### config.mk
export PLATFORM = sky130hd
export DESIGN_NAME = bank_eraser
export DESIGN_NICKNAME = d
export VERILOG_FILES = /design/src/rtl/bank_eraser_pkg.sv /design/src/rtl/bank_eraser.sv
export SDC_FILE = /design/constraint.sdc
export NUM_CORES = 1
export LEC_CHECK = 0
export ABC_AREA = 1
export BUFFER_PORTS_ARGS = -buffer_cell sky130_fd_sc_hd__buf_4
export CAP_MARGIN = 40
export CORE_AREA = 2 2 270 272
export DETAILED_ROUTE_END_ITERATION = 10
export DIE_AREA = 0 0 272 274
export SETUP_SLACK_MARGIN = 0.1
export SLEW_MARGIN = 20
export SYNTH_ARGS = -nofsm -noshare
export SYNTH_HDL_FRONTEND = slang
export SYNTH_SLANG_ARGS = --single-unit
### constraint.sdc
create_clock -name clk -period 2.2 [get_ports clk]
set_clock_uncertainty 0.05 [all_clocks]
set_input_delay 0.66 -clock clk [delete_from_list [all_inputs] [get_ports clk]]
set_output_delay 0.66 -clock clk [all_outputs]
set_load 0.01 [all_outputs]
### src/rtl/bank_eraser_pkg.sv
`default_nettype none
// ============================================================================
//  Module   : bank_eraser_pkg
//  Purpose  : AXI4 encodings and small helpers shared by the bank eraser.
//  Revision : 1.0  initial release
// ============================================================================
package bank_eraser_pkg;

    // AXI burst type for incrementing bursts
    localparam logic [1:0] AXI_BURST_INCR = 2'b01;

    // AXI write response code for a successful write
    localparam logic [1:0] AXI_RESP_OKAY  = 2'b00;

    // AWSIZE encoding: log2 of the number of bytes moved per beat
    function automatic logic [2:0] axi_size(input int unsigned bytes_per_beat);
        return 3'($clog2(bytes_per_beat));
    endfunction

endpackage
`default_nettype wire

### src/rtl/bank_eraser.sv
`default_nettype none
// ============================================================================
//  Module   : bank_eraser
//  Purpose  : Fills one RAM bank with a fixed byte pattern using AXI4 write
//             bursts after an erase_ram strobe, then reports idle.
//             Independent blocks: controller FSM, AW issuer, W issuer,
//             outstanding tracker and B response counter.
//  Revision : 1.0  initial release
// ============================================================================
module bank_eraser
    import bank_eraser_pkg::*;
#(
    parameter int unsigned DATA_WBITS      = 512,
    parameter logic [63:0] BASE_ADDR       = 64'h0,
    parameter logic [63:0] BANK_SIZE       = 64'h4000_0000,
    parameter int unsigned BURST_BEATS     = 64,
    parameter int unsigned MAX_OUTSTANDING = 8,
    parameter logic [7:0]  FILL_BYTE       = 8'hFF
) (
    input  logic                      clk,
    input  logic                      resetn,
    input  logic                      erase_ram,
    output logic                      erase_idle,
    output logic                      erase_error,
    output logic [31:0]               bursts_done,
    output logic [63:0]               M_AXI_AWADDR,
    output logic [7:0]                M_AXI_AWLEN,
    output logic [2:0]                M_AXI_AWSIZE,
    output logic [1:0]                M_AXI_AWBURST,
    output logic                      M_AXI_AWVALID,
    input  logic                      M_AXI_AWREADY,
    output logic [DATA_WBITS-1:0]     M_AXI_WDATA,
    output logic [DATA_WBITS/8-1:0]   M_AXI_WSTRB,
    output logic                      M_AXI_WLAST,
    output logic                      M_AXI_WVALID,
    input  logic                      M_AXI_WREADY,
    input  logic [1:0]                M_AXI_BRESP,
    input  logic                      M_AXI_BVALID,
    output logic                      M_AXI_BREADY
);

    localparam int unsigned STRB_W      = DATA_WBITS / 8;
    localparam logic [63:0] BURST_BYTES = 64'(BURST_BEATS) * 64'(STRB_W);
    localparam logic [63:0] NBURSTS     = BANK_SIZE / BURST_BYTES;
    localparam logic [31:0] LAST_BURST  = 32'(NBURSTS - 64'd1);
    localparam logic [7:0]  LAST_BEAT   = 8'(BURST_BEATS - 1);
    localparam logic [3:0]  MAX_OUT     = 4'(MAX_OUTSTANDING);

    typedef enum logic [1:0] {
        ST_IDLE  = 2'd0,
        ST_RUN   = 2'd1,
        ST_DRAIN = 2'd2
    } state_t;

    state_t       state_q;
    logic         erase_idle_q;

    logic         aw_valid_q;
    logic [63:0]  aw_addr_q;
    logic [31:0]  aw_count_q;

    logic [3:0]   out_q;
    logic [3:0]   out_d;

    logic         w_valid_q;
    logic [7:0]   w_beat_q;
    logic [4:0]   w_credit_q;
    logic [4:0]   w_credit_d;

    logic [31:0]  b_count_q;
    logic         b_error_q;

    logic         start;
    logic         aw_hs;
    logic         w_hs;
    logic         w_last_hs;
    logic         b_hs;

    assign start     = (state_q == ST_IDLE) && erase_ram;
    assign aw_hs     = aw_valid_q && M_AXI_AWREADY;
    assign w_hs      = w_valid_q && M_AXI_WREADY;
    assign w_last_hs = w_hs && (w_beat_q == LAST_BEAT);
    // Responses arriving while idle belong to nothing of ours and are not counted
    assign b_hs      = M_AXI_BVALID && (state_q != ST_IDLE);

    // Next-state values for in-flight bookkeeping; a same-cycle increment and
    // decrement cancel, and new AW credit is visible to the W issuer at once
    assign out_d      = out_q + {3'b000, aw_hs} - {3'b000, b_hs};
    assign w_credit_d = w_credit_q + {4'b0000, aw_hs} - {4'b0000, w_last_hs};

    // Controller FSM: IDLE -> RUN on strobe, RUN -> DRAIN after last AW, DRAIN -> IDLE after last B
    always_ff @(posedge clk or negedge resetn) begin
        if (!resetn) begin
            state_q      <= ST_IDLE;
            erase_idle_q <= 1'b1;
        end else begin
            case (state_q)
                ST_IDLE: begin
                    if (erase_ram) begin
                        state_q      <= ST_RUN;
                        erase_idle_q <= 1'b0;
                    end
                end
                ST_RUN: begin
                    if (aw_hs && (aw_count_q == LAST_BURST)) begin
                        state_q <= ST_DRAIN;
                    end
                end
                ST_DRAIN: begin
                    if (b_hs && (b_count_q == LAST_BURST)) begin
                        state_q      <= ST_IDLE;
                        erase_idle_q <= 1'b1;
                    end
                end
                default: begin
                    state_q      <= ST_IDLE;
                    erase_idle_q <= 1'b1;
                end
            endcase
        end
    end

    // AW issuer: one address per burst, held until accepted, throttled by outstanding count
    always_ff @(posedge clk or negedge resetn) begin
        if (!resetn) begin
            aw_valid_q <= 1'b0;
            aw_addr_q  <= BASE_ADDR;
            aw_count_q <= 32'd0;
        end else if (start) begin
            aw_valid_q <= 1'b0;
            aw_addr_q  <= BASE_ADDR;
            aw_count_q <= 32'd0;
        end else if (state_q == ST_RUN) begin
            if (aw_hs) begin
                aw_addr_q  <= aw_addr_q + BURST_BYTES;
                aw_count_q <= aw_count_q + 32'd1;
                aw_valid_q <= (aw_count_q != LAST_BURST) && (out_d < MAX_OUT);
            end else if (!aw_valid_q) begin
                // RUN guarantees at least one burst is still unissued here
                aw_valid_q <= (out_d < MAX_OUT);
            end
        end else begin
            aw_valid_q <= 1'b0;
        end
    end

    // Outstanding tracker: accepted addresses minus received responses
    always_ff @(posedge clk or negedge resetn) begin
        if (!resetn) begin
            out_q <= 4'd0;
        end else if (start) begin
            out_q <= 4'd0;
        end else begin
            out_q <= out_d;
        end
    end

    // W issuer: streams beats only for bursts whose address was accepted
    always_ff @(posedge clk or negedge resetn) begin
        if (!resetn) begin
            w_valid_q  <= 1'b0;
            w_beat_q   <= 8'd0;
            w_credit_q <= 5'd0;
        end else if (start) begin
            w_valid_q  <= 1'b0;
            w_beat_q   <= 8'd0;
            w_credit_q <= 5'd0;
        end else begin
            w_credit_q <= w_credit_d;
            if (w_hs) begin
                w_beat_q <= w_last_hs ? 8'd0 : (w_beat_q + 8'd1);
            end
            // A presented beat stays up until taken; otherwise offer one while credit remains
            if (!w_valid_q || M_AXI_WREADY) begin
                w_valid_q <= (w_credit_d != 5'd0);
            end
        end
    end

    // B counter: counts responses and latches any non-OKAY status for this pass
    always_ff @(posedge clk or negedge resetn) begin
        if (!resetn) begin
            b_count_q <= 32'd0;
            b_error_q <= 1'b0;
        end else if (start) begin
            b_count_q <= 32'd0;
            b_error_q <= 1'b0;
        end else if (b_hs) begin
            b_count_q <= b_count_q + 32'd1;
            if (M_AXI_BRESP != AXI_RESP_OKAY) begin
                b_error_q <= 1'b1;
            end
        end
    end

    assign erase_idle    = erase_idle_q;
    assign erase_error   = b_error_q;
    assign bursts_done   = b_count_q;

    assign M_AXI_AWADDR  = aw_addr_q;
    assign M_AXI_AWLEN   = LAST_BEAT;
    assign M_AXI_AWSIZE  = axi_size(STRB_W);
    assign M_AXI_AWBURST = AXI_BURST_INCR;
    assign M_AXI_AWVALID = aw_valid_q;

    assign M_AXI_WDATA   = {STRB_W{FILL_BYTE}};
    assign M_AXI_WSTRB   = {STRB_W{1'b1}};
    assign M_AXI_WLAST   = (w_beat_q == LAST_BEAT);
    assign M_AXI_WVALID  = w_valid_q;

    assign M_AXI_BREADY  = 1'b1;

endmodule
`default_nettype wire

Word level (Yosys, flattened, before mapping)
Cells that the tools add are included.
Widths: inputs -> output; s select.
{ "word_totals": {"wordCells": 83, "regBits": 151, "output_inout_bits": 691, "inputBits": 8} }
{ "classes": {"n_eq_ne": 9, "add_sub_neg": 8, "magnitude_cmp": 1, "n_mux": 29, "n_reduce_logical": 24, "bitwise": 1} }
{ "ops": {"columns": ["operator", "n"], "rows": [
  ["$mux 64", 3],
  ["$mux 32", 5],
  ["$add 32x1->32 const B", 2],
  ["$add 64x13->64 const B", 1],
  ["$eq 32x18->1 const B", 2],
  ["$ne 32x18->1 const B", 1],
  ["$mux 8", 3],
  ["$reduce_bool 2->1", 8],
  ["$mux 1", 11],
  ["$add 8x1->8 const B", 1],
  ["$eq 8x6->1 const B", 1],
  ["$logic_and 1x1->1", 8],
  ["$mux 2", 3],
  ["$ne 2x2->1 const B", 3],
  ["$pmux 2 s3", 1],
  ["$reduce_and 3->1", 2],
  ["$add 5x1->5", 1],
  ["$mux 5", 1],
  ["$reduce_bool 5->1", 1],
  ["$sub 5x1->5", 1],
  ["$add 4x1->4", 1],
  ["$lt 4x4->1 const B", 1],
  ["$mux 4", 1],
  ["$reduce_and 2->1", 2],
  ["other kinds (8)", 8]
]} }

Logic depth before layout (Yosys ltp)
{ "logic_depth": {"depth_word": 8, "mapped_depth": 16, "mapped_depth_nobuf": 16} }

Worst setup path before layout
Ideal clock, no wire load.
{ "synth_timing": {"path_type": "reg2reg", "start": "register w_beat_q[0]", "end": "register w_valid_q, in the netlist M_AXI_WVALID", "path_buffers": 0, "arrival_ps": 2487, "stages_incl_launch_ff": 14, "setup_ps": 126, "setup_slack_ps": -463, "t_required_ps": 2024, "period_less_slack_ps": 2663, "cell_sequence": "dfrtp_1 ha_1 nand4_1 nor3_1 nand2_1 inv_1 ha_1 inv_1 ha_1 fa_1 inv_1 o211ai_1 o21ai_0 nand3_1"} }
{ "synth_via": {"elab_chain_cells": 6} }
{ "synth_rtl": {"columns": ["item", "line", "source"], "rows": [
  ["start: declaration", "bank_eraser.sv:66", "logic [7:0] w_beat_q;"],
  ["start signal: assignment", "bank_eraser.sv:171", "w_beat_q <= w_last_hs ? 8'd0 : (w_beat_q + 8'd1);"],
  ["$eq 8x6->1", null, null],
  ["net M_AXI_WLAST", "bank_eraser.sv:34", "output logic M_AXI_WLAST,"],
  ["$logic_and 1x1->1", "bank_eraser.sv:82", "assign w_last_hs = w_hs && (w_beat_q == LAST_BEAT);"],
  ["$sub 5x1->5", "bank_eraser.sv:89", "assign w_credit_d = w_credit_q + {4'b0000, aw_hs} - {4'b0000, w_last_hs};"],
  ["$reduce_bool 5->1", "bank_eraser.sv:175", "w_valid_q <= (w_credit_d != 5'd0);"],
  ["$mux 1", "bank_eraser.sv:174", "if (!w_valid_q || M_AXI_WREADY) begin"],
  ["$mux 1", "bank_eraser.sv:164", "end else if (start) begin"],
  ["end signal: assignment", "bank_eraser.sv:175", null],
  ["end: declaration", "bank_eraser.sv:65", "logic w_valid_q;"]
]} }
The timed path passes the listed nets, and every way through them passes these cells. The select of a mux whose other input is x is not followed.
A chain may end at the register's enable or synchronous reset.

Worst setup path in the final report
{ "layout_timing": {"start": "register w_beat_q[1]", "end": "register w_valid_q, in the netlist M_AXI_WVALID"} }
{ "layout_via": {"elab_chain_cells": 6} }
{ "layout_rtl": {"columns": ["item", "line"], "rows": [
  ["$eq 8x6->1", "bank_eraser.sv:82"],
  ["$logic_and 1x1->1", "bank_eraser.sv:82"],
  ["$sub 5x1->5", "bank_eraser.sv:89"],
  ["$reduce_bool 5->1", "bank_eraser.sv:175"],
  ["$mux 1", "bank_eraser.sv:174"],
  ["$mux 1", "bank_eraser.sv:164"]
]} }
Every way passes these cells. The select of a mux whose other input is x is not followed.

==> key figures <==
CTS
  • Clock Tree Buf Depth: 2
  • CTS Buf Count: 17
  • Hold_buf cts: 0
  • Clk_lat worst skew: 0.46 ns
  • Root buffer selected by CTS: clkbuf_16
  • Worst-path clk slew: around 0.070 ns
  • CTS tree: done
  • Sink count of the clock tree: between 100 and 150
  • H-tree Lvls: 4

Synth
  • Synth Area in Adders: 1.55%
  • Post-synth EDFFs: 0
  • Ranking of synthesized cells by area: buf_4 (35%), dfrtp_1 (26%), nand2_1 (9.2%)
  • Gate Count Post-Synth: 1842
  • Avg Cell Area, Syn: 7.10 um^2
  • Async set-reset flop share out of synthesis: 100%
  • Synth Area in Simple Gates: about a quarter
  • Xor/xnor share of the synthesized area: 0.402%
  • Synthesized area: about 13000 um^2
  • Post-synthesis cell type count: between 40 and 50
  • Mux share of post-synthesis cell area: 0%
  • Largest family of logic cells by synthesized area: buffers and inverters
  • Main synth FF type: dfrtp_1
  • Post-synth top area share: 34.8%
  • Sequential fraction of the synthesis area: 26.6%
  • Ys Warns: 0
  • Synth Area in Compound Gates: ~6.3%
  • Synth area leader: buf_4
  • Synthesized flop and latch total: 139

Layout
  • Area grow syn2layout: 5.94%
  • # diodes: 0
  • Area of the multi-input gates: 6670 um^2
  • Final Cell Area: ~14000 um^2
  • Finished Layout Cells: 2970
  • Fill cells: between 8000 and 9000
  • Share of layout cells above drive strength 1: 13.0%
  • Seq. cell area: 3480 um^2
  • Final-stage net count: 2021

Floorplan
  • Row count: 99
  • Core Area: slightly above 70000 um^2
  • Initial Util: 18.2%
  • Die ar.: 74500 um^2
  • Die width: 272 um
  • # IOs: approximately 700
  • Die H: ~270 um

Drt
  • Vias per Instance: 3.36
  • Vias: 9993
  • DRC violations left: 0
  • Drt first pass iters: 5
  • Detail Route Antenna Nets: 0
  • DR iter-0 viols: 622
  • Final WL: 32400 um
  • Routed WL per cell: 10.9 um

Worst hold path
  • Hold/Removal Path Class: input pin to async pin

STA
  • Slew Limit Fails: 0
  • Final-report setup violation count: 5
  • Fin crit period: around 2.4 ns
  • Unrepaired setup endpoints after global routing: yes
  • Slew @ Worst Pin: between 0.6 and 0.7 ns
  • Final Cycle Share: 110%
  • Relative slew slack: 56.5%
  • Fmax: 412 MHz
  • Fin. Hold Viols: 0
  • PnR worst setup slack: -0.228 ns

Global routing
  • GR Overflow Total: 0
  • Antenna violations before repair: 0
  • Largest net degree at the start of global routing: 51
  • Global-route wire length before repair: 47100 um
  • Vias in the first global route: 8360
  • Gr usage total: 8.24%

Placed design
  • Pre-CTS setup slack: -0.413 ns
  • DP Area: roughly 13000 um^2
  • Detailed placer's ending HPWL: 26000 um
  • Port bufs: 96
  • Placed cell count: 2930
  • GP Congestion: 0.859

Worst setup path
  • CP startpoint kind: flop
  • Crit path capture type: flop
  • Worst r2r path cells: 13
  • Critical path arrival: between 2 and 3 ns
  • Critical Path RT: 2.49 ns
  • Setup CP Type: flop to flop
  • Worst-path fanout max: 2

Power
  • IR drop worst, VDD: approximately 380 uV
  • Pwr Density: 675 nW/um^2
  • Overall power: 9350 uW
  • Leak Pwr: 0.00715 uW

Run
  • MaxCap Viol Count: 0

Run status
  • Failing checks: negative setup slack
  • Run status: complete, but fails checks
## routing by layer
metal  vias up  track usage [%]  wire length, um
met4         0             2.52              620
met2       420             13.9            16100
li1       4922                -                -
met1      4611             10.3            13500
met3        40             2.14             2220
met5         -                0                0
## through the flow
| step | util, % | hold WS (ns) | TNS [ns] |
|---|---|---|---|
| floorplan | - | 0.314 | -0.783 |
| global placement | 18.3 | 0.414 | -1.39 |
| detailed placement | 18.3 | 0.418 | -1.42 |
| CTS | 19.1 | 0.0425 | -0.474 |
| global route | 19.3 | 0.0466 | -1.62 |
| finish | 19.3 | 0.0389 | -0.729 |
## area by class of cell
| class | instances | area share [%] |
|---|---|---|
| multi-input cells | 1513 | 48.1 |
| well taps | 959 | 8.66 |
| inverters | 166 | 4.50 |
| clock buffers | 20 | 3.22 |
| repair buffers | 161 | 9.58 |
| flip-flops and latches | 139 | 25.1 |
| clock inverters | 12 | 0.768 |
## state kept, by name, summed over array words and instances, names as in the netlist, 2 cells and up
register	cells
M_AXI_AWADDR	52
aw_count_q	32
bursts_done	32
w_beat_q	8
w_credit_q	5
out_q	4
state_q	2
## layout by cell type (no fill, tap or decap), types with 6 or more instances in the layout
master / instances
a21oi_1: 74
a31oi_1: 6
buf_12: 8
buf_4: 148
clkbuf_16: 17
conb_1: 602
dfrtp_1: 137
ha_1: 9
inv_1: 152
inv_2: 14
nand2_1: 318
nand3_1: 87
nand4_1: 40
nor2_1: 205
nor2_2: 17
nor2_4: 9
nor3_1: 34
o21a_1: 7
o21ai_0: 34
o21ai_1: 16
## worst max-delay path: stages, from the launching register on
cell      delay [ns]
dfrtp_1         0.35
ha_2            0.18
nand4_1         0.12
nor3_2          0.23
nand2_1         0.11
inv_2           0.08
ha_4            0.19
inv_2           0.06
ha_4            0.13
fa_2            0.43
inv_2           0.08
o211ai_1        0.08
o21ai_1         0.14
nand3_1         0.09
## power by group
part | internal (uW) | switching [uW] | total [uW]
clock network | 1500 | 1310 | 2820
registers | 2940 | 361 | 3300
logic | 1280 | 1950 | 3230
## Yosys cell counts, types with 4 or more instances
cell type	number
inv_1	159
o21ai_0	35
nor3_2	4
nor3_1	35
a21oi_1	75
nand2_1	319
nand4_1	40
inv_2	7
buf_4	606
o21ai_1	15
a31oi_1	6
buf_2	15
o21a_1	7
nor2_2	18
nand3_1	89
nor2_4	6
ha_1	13
nor2_1	207
dfrtp_1	138
nor3b_1	4
nand2_2	4
## path summary, 6_finish.rpt
check,from,endpoint,slack (ns)
max,w_beat_q[1],M_AXI_WVALID,-0.23
min,resetn,M_AXI_AWADDR[59],0.04
max reg2reg,w_beat_q[1],M_AXI_WVALID,-0.23
min reg2reg,erase_idle,erase_idle,0.43
max in group asynchronous,resetn,M_AXI_AWADDR[13],1.33
min in group clk,erase_idle,erase_idle,0.43
## repair_timing
| action | CTS | global route |
|---|---|---|
| gates resized for setup | 10 | 19 |
| gates cloned | 0 | 0 |
| pin swaps | 1 | 6 |
| setup endpoints to repair | 6 | 17 |
| buffers inserted | 5 | 5 |
## cells by family after synthesis
| logic type | after synthesis |
|---|---|
| flops | 139 |
| fa+ha+maj | 15 |
| xor+xnor | 6 |
| buf+inv | 790 |
| simple gates | 739 |
| other cells | 2 |
| compound gates | 151 |
(Power assumes the default switching activity.)
